`src/rtl/baud_gen_frac.sv`:
```
// Fractional baud generator: oversample tick, mid-bit and end-of-bit strobes.
// Latency: strobes are registered and rise lim enabled clocks after reset release or restart.
// Backpressure: none; en low freezes all counting state and suppresses strobes.
`timescale 1ns/1ps
module baud_gen_frac #(
    parameter int DVSR_W   = 16,
    parameter int FRAC_W   = 4,
    parameter int OVS      = 16,
    parameter int RST_INT  = 651,
    parameter int RST_FRAC = 1
) (
    input  logic                    clk,
    input  logic                    reset_n,
    input  logic                    en,
    input  logic [DVSR_W-1:0]       dvsr_int,
    input  logic [FRAC_W-1:0]       dvsr_frac,
    input  logic                    dvsr_load,
    input  logic                    restart,
    output logic                    tick,
    output logic                    mid_tick,
    output logic                    bit_tick,
    output logic [$clog2(OVS)-1:0]  phase
);

    localparam int PH_W = $clog2(OVS);

    // counting state
    logic [DVSR_W-1:0] cnt_q, cnt_d;
    logic [FRAC_W-1:0] acc_q, acc_d;
    logic              carry_q, carry_d;
    logic [PH_W-1:0]   phase_q, phase_d;

    // divisor in use and divisor waiting for the next period boundary
    logic [DVSR_W-1:0] act_int_q, act_int_d;
    logic [FRAC_W-1:0] act_frac_q, act_frac_d;
    logic [DVSR_W-1:0] pend_int_q, pend_int_d;
    logic [FRAC_W-1:0] pend_frac_q, pend_frac_d;
    logic              pend_vld_q, pend_vld_d;

    // registered strobes
    logic              tick_q, tick_d;
    logic              mid_q, mid_d;
    logic              bit_q, bit_d;

    logic [DVSR_W-1:0] eff;
    logic [DVSR_W:0]   lim_m1;
    logic [FRAC_W:0]   frac_sum;
    logic              tc;

    // Period length: clamp tiny divisors to 2, stretch by one when the last
    // fractional accumulation overflowed. eff >= 2 so lim-1 never underflows.
    always_comb begin
        eff      = (act_int_q < DVSR_W'(2)) ? DVSR_W'(2) : act_int_q;
        lim_m1   = {1'b0, eff} + (DVSR_W+1)'(carry_q) - (DVSR_W+1)'(1);
        frac_sum = {1'b0, acc_q} + {1'b0, act_frac_q};
        tc       = en && ({1'b0, cnt_q} == lim_m1);
    end

    // Next-state: restart beats everything, then terminal count, then loads.
    always_comb begin
        cnt_d       = cnt_q;
        acc_d       = acc_q;
        carry_d     = carry_q;
        phase_d     = phase_q;
        act_int_d   = act_int_q;
        act_frac_d  = act_frac_q;
        pend_int_d  = pend_int_q;
        pend_frac_d = pend_frac_q;
        pend_vld_d  = pend_vld_q;
        tick_d      = 1'b0;
        mid_d       = 1'b0;
        bit_d       = 1'b0;

        if (restart) begin
            cnt_d   = '0;
            acc_d   = '0;
            carry_d = 1'b0;
            phase_d = '0;
            // a load in the same cycle is newer than anything pending
            if (dvsr_load) begin
                act_int_d  = dvsr_int;
                act_frac_d = dvsr_frac;
            end else if (pend_vld_q) begin
                act_int_d  = pend_int_q;
                act_frac_d = pend_frac_q;
            end
            pend_vld_d = 1'b0;
        end else begin
            if (tc) begin
                cnt_d            = '0;
                {carry_d, acc_d} = frac_sum;
                phase_d          = (phase_q == PH_W'(OVS-1)) ? '0 : phase_q + PH_W'(1);
                tick_d           = 1'b1;
                mid_d            = (phase_q == PH_W'(OVS/2-1));
                bit_d            = (phase_q == PH_W'(OVS-1));
                // the period just finished ran on the old divisor; swap now
                if (pend_vld_q) begin
                    act_int_d  = pend_int_q;
                    act_frac_d = pend_frac_q;
                    pend_vld_d = 1'b0;
                end
            end else if (en) begin
                cnt_d = cnt_q + DVSR_W'(1);
            end

            if (dvsr_load) begin
                if (!en) begin
                    // nothing in flight while frozen, so adopt at once
                    act_int_d  = dvsr_int;
                    act_frac_d = dvsr_frac;
                    pend_vld_d = 1'b0;
                end else begin
                    pend_int_d  = dvsr_int;
                    pend_frac_d = dvsr_frac;
                    pend_vld_d  = 1'b1;
                end
            end
        end
    end

    // State registers with asynchronous clear to the power-on divisor.
    always_ff @(posedge clk or negedge reset_n) begin
        if (!reset_n) begin
            cnt_q       <= '0;
            acc_q       <= '0;
            carry_q     <= 1'b0;
            phase_q     <= '0;
            act_int_q   <= DVSR_W'(RST_INT);
            act_frac_q  <= FRAC_W'(RST_FRAC);
            pend_int_q  <= '0;
            pend_frac_q <= '0;
            pend_vld_q  <= 1'b0;
            tick_q      <= 1'b0;
            mid_q       <= 1'b0;
            bit_q       <= 1'b0;
        end else begin
            cnt_q       <= cnt_d;
            acc_q       <= acc_d;
            carry_q     <= carry_d;
            phase_q     <= phase_d;
            act_int_q   <= act_int_d;
            act_frac_q  <= act_frac_d;
            pend_int_q  <= pend_int_d;
            pend_frac_q <= pend_frac_d;
            pend_vld_q  <= pend_vld_d;
            tick_q      <= tick_d;
            mid_q       <= mid_d;
            bit_q       <= bit_d;
        end
    end

    assign tick     = tick_q;
    assign mid_tick = mid_q;
    assign bit_tick = bit_q;
    assign phase    = phase_q;

endmodule

```
`config.mk`:
```
export PLATFORM = sky130hd
export DESIGN_NAME = baud_gen_frac
export DESIGN_NICKNAME = d
export VERILOG_FILES = /design/src/rtl/baud_gen_frac.sv
export SDC_FILE = /design/constraint.sdc
export NUM_CORES = 1
export LEC_CHECK = 0
export ABC_AREA = 1
export CORE_MARGIN = 8
export CORE_UTILIZATION = 55
export CTS_CLUSTER_SIZE = 8
export DETAILED_ROUTE_END_ITERATION = 8
export GPL_TIMING_DRIVEN = 0
export PLACE_DENSITY = 0.75
export SLEW_MARGIN = 25
export SYNTH_ARGS = -nofsm -noshare
export SYNTH_HDL_FRONTEND = slang
export SYNTH_SLANG_ARGS = --single-unit
```
`constraint.sdc`:
```
create_clock -name clk -period 3.3 [get_ports clk]
set_input_delay 0.99 -clock clk [delete_from_list [all_inputs] [get_ports clk]]
set_output_delay 0.99 -clock clk [all_outputs]
set_load 0.05 [all_outputs]
```
==> reports/metrics.yaml <==
outcome:
  status: "complete, no violations"
setup_path:
  regToRegSetupSlack_ns: 0.21
  crit_top_cell: "nand2_1"
  nature_of_the_critical_path_startpoint: "register"
  critical_path.max_fanout: 10
  timing.critical_path.cells: "nor2_1 -> nand2_1 -> nor2_2 -> nand2_4 -> nand2_1 -> ha_2 -> nor3b_4 -> nand3_2 -> nor2_1 -> nand2_1 -> nand2_1 -> nand2_1 -> nor2_4 -> nand3_4 -> nand2_4 -> buf_4 -> nor3_1"
  r2r-start: "act_int_q[4]$_DFF_PN0_"
  slowest_delay_ns: 0.46
  worstSetupEndpointType: "register"
  r2r.worst_path.cells: 17
  criticalPathCategory: "register to register"
  crit_slowest_cell: "dfrtp_1"
  critical_path_required_ns: 3.54
  crit_arrival_ns: 3.33
  reg2reg_to: "cnt_q[3]$_DFFE_PN0P_"
floorplanning:
  initial_utilization_pct: 56.7
  fp.dieArea_um2: 11700
  floorplan.die.width_um: 108
  fp-row-count: 33
  floorplan.io_pins: 32
  die_height_um: 108
  coreArea_um2: 8220
logic_synthesis:
  most_frequent_cell_after_synthesis: "nand2_1"
  cell_count_after_synthesis: 656
  synth_commonest_cells: "nand2_1, inv_1, o21ai_0"
  syn_avg_cell_area_um2: 7.10
  ys_seq_area_share_pct: 37.2
  count_of_different_cell_masters_after_synthesis: 40
  synth_top_area_cell: "dfrtp_1"
  synth.yosys.warnings: 0
  synth.ff_latch_count: 69
  post_synth_main_area_contributors: "dfrtp_1, nand2_1, o21ai_0"
  synth_edf_count: 0
  synthFlopType: "dfrtp_1"
  synth_async_sr_flop_share_pct: 100
  netlist.area_leader.share_pct: 33.8
  syn-num-nets: 690
  mappedNetlistArea_um2: 4660
global_route:
  global_route_wire_length_before_repair_um: 21000
  globalRouteMet1Util_pct: 29.8
  overflow: 0
  grt-busiest-layer: "met2"
  number_of_global_route_vias_before_repair: 4439
  grt_antenna_before_repair: 0
  grt_use_met2_pct: 35.4
  grtUsageMet3_pct: 3.87
  grt_max_degree: 50
  grt.total_usage_pct: 22.3
drt:
  detail_route.vias_per_cell: 5.58
  ant_nets: 0
  wl_um: 12400
  drt-wirelength-per-cell_um: 15.2
  drt_iter0_markers: 299
  drcViolationCount: 0
  drt_pre_antenna_iters: 5
  detailroute.via_count: 4544
power:
  design_power_total_mw: 2.28
  irDropWorstVdd_mv: 0.300
  power-per-cell-area_nw_per_um2: 421
  total_leakage_power_nw: 2.60
sta:
  worst-slew-pin-transition_ns: 0.698
  setup_viol: 0
  final_max_slew_viol_count: 0
  clock.fmax_ghz: 0.323
  worst_slew_margin_rel_pct: 53.5
  timing.setup.tns_ns: 0
  period_needed_ns: 3.09
  timing.clock.skew_ns: 0.00640
  timing_hold_violations_final: 0
  fin_worst_hold_slack_ns: 0.491
  period_share_pct: 93.7
  worst_slack_ns: 0.209
min_path:
  worst_hold_path.endpoint: "pend_int_q[3]$_DFFE_PN0P_"
  min_delay_path_depth: 2
  hold_path_class: "register to register"
  min-delay-start: "pend_int_q[3]$_DFFE_PN0P_"
clock_network:
  worst_setup_hold_path_clk_slew_ns: 0.08
  clock_sinks: 69
  clk_latency_ns: 0.36
  h-tree-depth: 3
  ctsHoldBuffers: 0
  cts_root_buf: "clkbuf_8"
  cts_max_path_buffers: 2
  cts_inserted_buffers: 9
  cts_tree: "yes"
layout:
  final_nets: 738
  fillCellCount: 728
  regArea_um2: 1740
  design_area_um2: 5420
  finish.cell_count_without_fillers: 814
  final_core_util_pct: 66.0
  syn2layout_area_growth_pct: 16.4
  post_route_cells_drive_above_1_share_pct: 10.3
  n_antenna_cell: 0
  combined_area_of_the_multi_input_logic_cells_um2: 2530
place:
  place_congestion: 0.887
  post_dp_cell_area_um2: 5100
  hpwl_um: 9120
  portBuffers: 29
  dp.cells: 791
  place_ws_ns: -0.0700
job:
  maxCapViolations: 0
how the worst max path moves through the flow:
| stage | from | endpoint | slack, ns | cells past startpoint |
|---|---|---|---|---|
| CTS | act_int_q[12]$_DFF_PN0_ | cnt_q[3]$_DFFE_PN0P_ | 0.04 | 18 |
| detailed placement | act_int_q[12]$_DFF_PN0_ | cnt_q[15]$_DFFE_PN0P_ | -0.07 | 18 |
| floorplan | act_int_q[14]$_DFF_PN0_ | act_int_q[12]$_DFF_PN0_ | 0.62 | 20 |
| finish | act_int_q[4]$_DFF_PN0_ | cnt_q[3]$_DFFE_PN0P_ | 0.21 | 17 |
| global placement | reset_n | pend_int_q[3]$_DFFE_PN0P_ | -1.20 | 1 |
| global route | act_int_q[4]$_DFF_PN0_ | act_int_q[14]$_DFF_PN0_ | -0.04 | 22 |
critical path, delay by kind of cell (launching register included):
| kind | cells | cell delay, ns |
|---|---|---|
| buffers and inverters | 1 | 0.21 |
| DFF | 1 | 0.46 |
| and+or+nand+nor | 15 | 2.13 |
| adders and majority gates | 1 | 0.20 |
state kept, by name, summed over array words and instances (netlist names):
name         cells
acc_q            4
act_frac_q       4
act_int_q       16
bit_tick         1
carry_q          1
cnt_q           16
mid_tick         1
pend_frac_q      4
pend_int_q      16
pend_vld_q       1
phase            4
tick             1
power by group:
part	switching (mW)	total [mW]	internal [mW]
clock network	0.362	0.718	0.356
logic	0.326	0.542	0.216
registers	0.0859	1.02	0.937
total	0.774	2.28	1.51
timing repair:
action | 4_1_cts | 5_1_grt
endpoints found under the setup margin | 14 | 48
pin swaps | 0 | 3
buffers inserted | 0 | 7
resized for setup | 2 | 16
per-layer routing:
layer  routed length [um]  part of all wire, %
met1                 5560                   45
met2                 5840                   47
met3                  740                  6.0
met4                  240                  1.9
met5                    0                    0
cells by family after synthesis:
kind of cell | count (synthesis) | share of synthesized area (%)
compound gates | 116 | 13.2
xor+xnor | 28 | 5.26
fa+ha+maj | 9 | 2.58
buf+inv | 113 | 9.72
flops | 69 | 37.2
mux | 11 | 2.63
simple gates | 310 | 29.4
placed cells by master, fill, tap and decap left out, drive strengths merged, types with 6 or more instances in the layout:
cell type,netlist,final
buf,11,20
xor2,21,21
clkdlybuf4s50,0,28
dfrtp,63,63
nor2,48,48
xnor2,7,7
dfstp,6,6
inv,83,84
nand4,10,10
a21oi,27,27
nor3,9,9
ha,8,8
clkbuf,18,28
o21ai,82,82
mux2,10,10
nand3,71,71
nand2,161,161
cell type report:
cell class	instances	share of cell area [%]
clock inverters	6	1.34
repair buffers	37	6.79
flip-flops and latches	69	32.0
multi-input cells	474	46.6
well taps	105	2.42
inverters	84	5.82
clock buffers	10	2.35
plain buffers	29	2.61
Power figures use the tool's default switching activity.
